File: src/rtl/scn_spi_sched.sv
// Static-screen SPI sequencer: power-up delay, init ROM streaming,
// then host/draw arbitration over the single SPI master.
module scn_spi_sched #(
    parameter int INIT_LEN     = 8,
    parameter int DELAY_CYCLES = 16
) (
    input  logic       sck,
    input  logic       rst_in,
    output logic [3:0] init_addr,
    input  logic [8:0] init_word,
    input  logic       host_req,
    input  logic       host_dc,
    input  logic [7:0] host_data,
    output logic       host_ack,
    input  logic       draw_req,
    input  logic [7:0] draw_data,
    input  logic       draw_last,
    output logic       draw_ack,
    output logic       spi_start,
    output logic       spi_dc,
    output logic [7:0] spi_data,
    input  logic       spi_done,
    output logic       ready,
    output logic [1:0] grant
);

    localparam int DW = (DELAY_CYCLES > 1) ? $clog2(DELAY_CYCLES) : 1;
    localparam logic [DW-1:0] DLY_LAST  = DW'(DELAY_CYCLES - 1);
    localparam logic [3:0]    INIT_LAST = 4'(INIT_LEN - 1);

    localparam logic [1:0] G_NONE = 2'b00;
    localparam logic [1:0] G_HOST = 2'b01;
    localparam logic [1:0] G_DRAW = 2'b10;
    localparam logic [1:0] G_INIT = 2'b11;

    typedef enum logic [2:0] {
        PWR_WAIT,
        INIT_FETCH,
        START,
        ACCEPT,
        XFER,
        DONE,
        IDLE
    } state_t;

    state_t        state;
    logic [DW-1:0] dly_cnt;
    logic          lock;
    logic          cur_last;

    // Sequencer/arbiter FSM; every output is registered here.
    always_ff @(posedge sck) begin
        if (rst_in) begin
            state     <= PWR_WAIT;
            dly_cnt   <= '0;
            lock      <= 1'b0;
            cur_last  <= 1'b0;
            init_addr <= 4'd0;
            host_ack  <= 1'b0;
            draw_ack  <= 1'b0;
            spi_start <= 1'b0;
            spi_dc    <= 1'b0;
            spi_data  <= 8'd0;
            ready     <= 1'b0;
            grant     <= G_NONE;
        end else begin
            host_ack  <= 1'b0;
            draw_ack  <= 1'b0;
            spi_start <= 1'b0;
            unique case (state)
                PWR_WAIT: begin
                    if (dly_cnt == DLY_LAST) begin
                        state <= INIT_FETCH;
                        grant <= G_INIT;
                    end else begin
                        dly_cnt <= dly_cnt + 1'b1;
                    end
                end
                INIT_FETCH: begin
                    spi_dc   <= init_word[8];
                    spi_data <= init_word[7:0];
                    state    <= START;
                end
                START: begin
                    if (spi_done) begin
                        spi_start <= 1'b1;
                        state     <= ACCEPT;
                    end
                end
                ACCEPT: begin
                    if (!spi_done) state <= XFER;
                end
                XFER: begin
                    if (spi_done) state <= DONE;
                end
                DONE: begin
                    state <= IDLE;
                    case (grant)
                        G_INIT: begin
                            if (init_addr == INIT_LAST) begin
                                ready     <= 1'b1;
                                init_addr <= 4'd0;
                            end else begin
                                init_addr <= init_addr + 4'd1;
                                state     <= INIT_FETCH;
                            end
                        end
                        G_HOST: host_ack <= 1'b1;
                        G_DRAW: begin
                            draw_ack <= 1'b1;
                            if (cur_last) lock <= 1'b0;
                        end
                        default: ;
                    endcase
                end
                IDLE: begin
                    // The ack cycle still shows the served request, so
                    // arbitration waits one cycle after any ack.
                    grant <= G_NONE;
                    if (ready && !host_ack && !draw_ack) begin
                        if (host_req && !lock) begin
                            grant    <= G_HOST;
                            spi_dc   <= host_dc;
                            spi_data <= host_data;
                            state    <= START;
                        end else if (draw_req) begin
                            grant    <= G_DRAW;
                            spi_dc   <= 1'b1;
                            spi_data <= draw_data;
                            cur_last <= draw_last;
                            lock     <= 1'b1;
                            state    <= START;
                        end
                    end
                end
                default: state <= PWR_WAIT;
            endcase
        end
    end

endmodule

File: config.mk
export PLATFORM = sky130hd
export DESIGN_NAME = scn_spi_sched
export DESIGN_NICKNAME = d
export VERILOG_FILES = /design/src/rtl/scn_spi_sched.sv
export SDC_FILE = /design/constraint.sdc
export NUM_CORES = 1
export LEC_CHECK = 0
export BUFFER_PORTS_ARGS = -buffer_cell sky130_fd_sc_hd__buf_4
export CORE_MARGIN = 2
export CORE_UTILIZATION = 44
export DETAILED_ROUTE_END_ITERATION = 8
export PLACE_DENSITY = 0.86
export SYNTH_ARGS = -nofsm -noshare
export SYNTH_HDL_FRONTEND = slang
export SYNTH_SLANG_ARGS = --single-unit
File: constraint.sdc
create_clock -name sck -period 1.3 [get_ports sck]
set_input_delay 0.195 -clock sck [delete_from_list [all_inputs] [get_ports sck]]
set_output_delay 0.195 -clock sck [all_outputs]
set_load 0.03 [all_outputs]
### After elaboration in Yosys (flattened, before gate mapping)

Cells that the tools add are included.

* bits in registers: 28
* latch bits: 0
* output and inout bits: 19
* word-level logic and storage cells: 91
* input bits: 32
* memories: 0
* memory bits (read-only): 0
* RAM bits: 0

* magnitude comparators: 0
* reductions and logical operators: 20
* multipliers: 0
* add/subtract/negate cells: 2
* div/mod/pow operators: 0
* shifts and indexed selects: 0
* eq/ne operators: 21
* bitwise logic cells: 4
* muxes and demuxes: 32

Operator list (count)
* two-way mux 3 bit: 9
* two-way mux 8 bit: 3
* case mux 3 bit (7 select lines): 1
* != test 2 bit (second input constant): 9
* case mux 8 bit (2 select lines): 1
* AND reduction 6 bit: 2
* two-way mux 1 bit: 10
* == test 3 bit (second input constant): 3
* adder 4 x 1 -> 4 bit (second input constant): 2
* two-way mux 2 bit: 4
* == test 3 x 2 -> 1 bit (second input constant): 2
* AND reduction 2 bit: 3
* AND reduction 3 bit: 2
* nonzero test 2 bit: 3
* == test 2 bit (second input constant): 2
* == test 4 x 3 -> 1 bit (second input constant): 1
* == test 4 bit (second input constant): 1
* two-way mux 4 bit: 1
* NOT 1 bit: 4
* case mux 1 bit (2 select lines): 2
* case mux 2 bit (2 select lines): 1
* AND reduction 4 bit: 1
* OR reduction 2 bit: 2
* == test 3 x 1 -> 1 bit (second input constant): 1
* 5 further kinds: 9

### Logic depth before layout (Yosys ltp)

* depth in word-level cells: 5
* mapped depth: 6
* mapped depth without buffers: 5

### Worst setup path before layout

OpenSTA, ideal clock, no wires.

* path type: register to register
* start: register ready
* end: register spi_dc
* data required time: 1.233 ns
* clock period less this slack: 1.622 ns
* path slack: -0.322 ns
* library setup time: 0.067 ns
* path buffers: 1
* stages on the path, launching flop included: 6
* data arrival time: 1.555 ns
* path through: dfxtp_1 nor3b_4 o211ai_4 buf_6 a211o_1 a21oi_2

* longest elaborated chain between the ends: 4

RTL lines
* from (decl): line 23 `output logic ready,`
* from (signal assigned): line 64 `ready <= 1'b0;`
* from (signal assigned): line 101 `ready <= 1'b1;`
* logical AND 1 bit (2 in series): line 120 `if (ready && !host_ack && !draw_ack) begin`
* != test 2 bit (no line)
* AND reduction 3 bit (no line)
* to (signal assigned): line 80 `spi_dc <= init_word[8];`
* to (signal assigned): line 123 `spi_dc <= host_dc;`
* to (decl): line 20 `output logic spi_dc,`

No other way between the ends.
A chain may end at the register's enable or synchronous reset.

### Worst setup path after layout

* start: register draw_ack
* end: register state[0]

* longest elaborated chain between the ends: 4

RTL lines
* from (decl): line 18 `output logic draw_ack,`
* from (signal assigned): line 60 `draw_ack <= 1'b0;`
* from (signal assigned): line 68 `draw_ack <= 1'b0;`
* from (signal assigned): line 110 `draw_ack <= 1'b1;`
* logical NOT 1 bit: line 120
* logical AND 1 bit: line 120
* != test 2 bit (no line)
* AND reduction 6 bit (no line)
* to (signal assigned): line 125 `state <= START;`
* to (signal assigned): line 132 `state <= START;`
* to (signal assigned): line 136 `default: state <= PWR_WAIT;`
* to (decl): line 46 `state_t state;`

No other way between the ends.

==> impl_metrics.tcl <==
set metrics [dict create \
    core_sq_um 3103 \
    crit_path_max_fanout 4 \
    viasPerCell 5.651 \
    syn_area_sq_um 1463 \
    firstDrtPassIters 4 \
    rows 20 \
    start_util_pct 47.14 \
    crit_top_cell "buf_6" \
    hold_buffers 0 \
    drt_iter0_markers 81 \
    ff2ff_setup_slack_ps -190 \
    avgSynthCellArea_sq_um 8.811 \
    ir_worst_vdd_mv 0.3763 \
    clock.fmax_ghz 0.6704 \
    ys_ff_latch 28 \
    hold_path_end "cur_last" \
    drive_gt1_share_pct 52.32 \
    clockRootBuffer "clkbuf_4" \
    cp-start-kind "register" \
    slew_viol_final 0 \
    rsz0062_at_grt "yes" \
    p_per_area_nw_per_um2 641.4 \
    dp_hpwl_microns 2671 \
    die_x_microns 61.66 \
    die_h_microns 61.66 \
    synth-seq-area-share_pct 38.32 \
    cts_made_buffers 3 \
    worst_slew_pin_slew_ps 309.5 \
    worstPathArrival_ps 1750 \
    syn_to_final_growth_pct 53.38 \
    diodes 0 \
    wl_microns 4454 \
    finClkSkew_ps 4.260 \
    fin_nets 272 \
    finalWeightedCongestion 0.8634 \
    cap_viol_max_count 0 \
    yosys_warnings 0 \
    post-route-drc-count 0 \
    fin_ws_ps -191.8 \
    period_share_pct 114.8 \
    antenna_left 0 \
    clock_path_buffers 2 \
    grt_max_degree 29 \
    vias 1588 \
    grt_use_total_pct 19.47 \
    crit_path_end_kind "register" \
    min_period_ps 1492 \
    synth.distinct_cells 38 \
    path_class "reg -> reg" \
    grt_pass1_wl_microns 5602 \
    reg2regPathDepth 6 \
    setup_viol 15 \
    cts_max_level 1 \
    grt-ovfl-total 0 \
    r2r-start "draw_ack" \
    netlist_instances 166 \
    pin_count 51 \
    crit_required_ps 1560 \
    nFillCells 224 \
    slowest_delay_ps 360 \
    insertion_delay_ps 330 \
    antenna_found_initial 0 \
    dieArea_sq_um 3801 \
    reg2reg_to "state[0]" \
    hold_violations 0 \
    p_leak_nw 0.9523 \
    violations "negative setup slack" \
    total_power_mw 1.439 \
    place_ws_ps -70.80 \
    whs_path_depth 3 \
    clk_pin_slew_worst_paths_ps 150 \
    min_from "draw_last" \
    cp_cell_sequence "nor3b_4 > buf_6 > buf_6 > o211ai_1 > a311o_1 > o22ai_1" \
    cts_tree "built" \
    routedWlPerCell_microns 15.85 \
    relSlewSlack_pct 79.36 \
    grt_pass1_vias 1292 \
    hold_ws_ps 93.79 \
    cpMaxStageDelayCell "dfxtp_2" \
    syn_nets 200 \
    io_buffers 50 \
    clkSinkCount 28 \
    hold_class "in -> reg" \
    status "finished, violations left" \
]
[layer usage]
layer  share of wire, %  vias up  global-route usage, %
li1                   -      759                      -
met1                 40      758                  25.77
met2                 52       61                  32.33
met3                5.4       10                  1.681
met4                2.2        0                  8.511
met5                  0        -                      0
[power by group]
part,internal (mW),leakage [nW],switching (mW),total (mW)
combinational,0.110,0.705,0.0725,0.183
clock,0.121,0.0150,0.263,0.383
sequential,0.864,0.232,0.00933,0.873
[registers in the layout (all words and copies together) (netlist names)]
name	flops
spi_dc	1
grant	2
lock	1
spi_data	8
state	3
dly_cnt	4
cur_last	1
spi_start	1
draw_ack	1
host_ack	1
init_addr	4
ready	1
[synth_stat cells]
cell type / count / area, sq um
mux2i_1: 11 / 110.1
a211o_1: 1 / 8.760
and3b_1: 2 / 17.52
nor2b_1: 1 / 6.260
a311oi_1: 1 / 8.760
mux2_2: 1 / 11.26
inv_1: 2 / 7.510
a31oi_1: 1 / 6.260
nor3b_1: 1 / 7.510
xor2_1: 3 / 26.28
dfxtp_1: 28 / 560.5
ha_1: 2 / 25.02
buf_6: 1 / 11.26
clkbuf_1: 8 / 30.03
o211ai_4: 1 / 21.27
a221o_2: 7 / 78.83
o211ai_1: 1 / 7.510
a311o_1: 1 / 10.01
nor3_1: 5 / 25.02
buf_2: 1 / 5.000
nand3b_1: 2 / 15.01
nand2_1: 7 / 26.28
nor4b_1: 2 / 17.52
nor2_1: 19 / 71.32
o21ai_0: 2 / 10.01
o22ai_1: 1 / 6.260
and4b_1: 2 / 20.02
nor3b_4: 1 / 18.77
nand2b_1: 3 / 18.77
nand3_1: 16 / 80.08
nor2b_4: 1 / 13.76
a21oi_2: 1 / 8.760
buf_4: 3 / 22.52
a21oi_1: 19 / 95.09
nor4_1: 2 / 12.51
nand4_1: 3 / 18.77
a221o_1: 1 / 10.01
and3_1: 2 / 12.51
[worst max-delay path by stage]
stage,from,endpoint,slack (ps),cells after the start
3_3_place_gp,state[2],cur_last,-40,5
2_1_floorplan,ready,spi_dc,-110,5
4_1_cts,draw_ack,spi_data[7],-90,4
5_1_grt,draw_ack,state[0],-220,6
3_5_place_dp,draw_ack,spi_data[7],-70,4
6_report,draw_ack,state[0],-190,6
[worst max-delay path, delay by kind of cell, from the launching register on]
family                 cells  cell delay [ps]
AOI/OAI and AO/OA          3              600
DFF                        1              360
buffers and inverters      2              260
and+or+nand+nor            1              190
[layout make-up]
| type | instances | area, sq um | share of cell area (%) |
|---|---|---|---|
| timing repair buffer | 79 | 634.4 | 28.28 |
| sequential | 28 | 580.6 | 25.88 |
| tap | 44 | 55.05 | 2.454 |
| inverter | 2 | 7.507 | 0.3346 |
| multi-input combinational | 124 | 939.7 | 41.89 |
| clock buffer | 4 | 26.28 | 1.171 |
[stage by stage]
step / setup TNS [ps] / instance area (sq um) / utilization, % / std cells
after global placement: -283.9 / 2019 / 65.08 / 270
after floorplan: -663.1 / 1474 / - / 166
final: -1114 / 2243 / 72.30 / 281
after detailed placement: -512.8 / 2019 / 65.08 / 270
after CTS: -676.2 / 2074 / 66.85 / 275
after global routing: -2366 / 2243 / 72.30 / 281
[kinds of logic (layout without fill, tap and decap cells)]
family,after synthesis,in the layout,synth area share [%]
AOI/OAI and AO/OA,37,38,18.56
DFF,28,28,38.32
muxes,12,12,8.298
adders and majority gates,2,2,1.711
buffers and inverters,15,85,5.218
xor gates and xnor gates,3,3,1.797
and+or+nand+nor,69,69,26.09
[cells in the final DEF (no fill, tap or decap), types with 5 or more instances in the layout]
| cell | n |
|---|---|
| a21oi_1 | 17 |
| dfxtp_1 | 16 |
| buf_6 | 5 |
| a221o_2 | 7 |
| dfxtp_2 | 10 |
| nor2_1 | 17 |
| buf_4 | 71 |
| nand2_1 | 6 |
| mux2i_1 | 11 |
| nand3_1 | 13 |
[timing repair]
| item | 4_1_cts | 5_1_grt |
|---|---|---|
| pin swaps | 1 | 9 |
| gates resized for setup | 8 | 25 |
| setup buffers | 1 | 4 |
| setup endpoints to repair | 18 | 22 |
| gates cloned | 0 | 2 |
(Power assumes the default switching activity.)
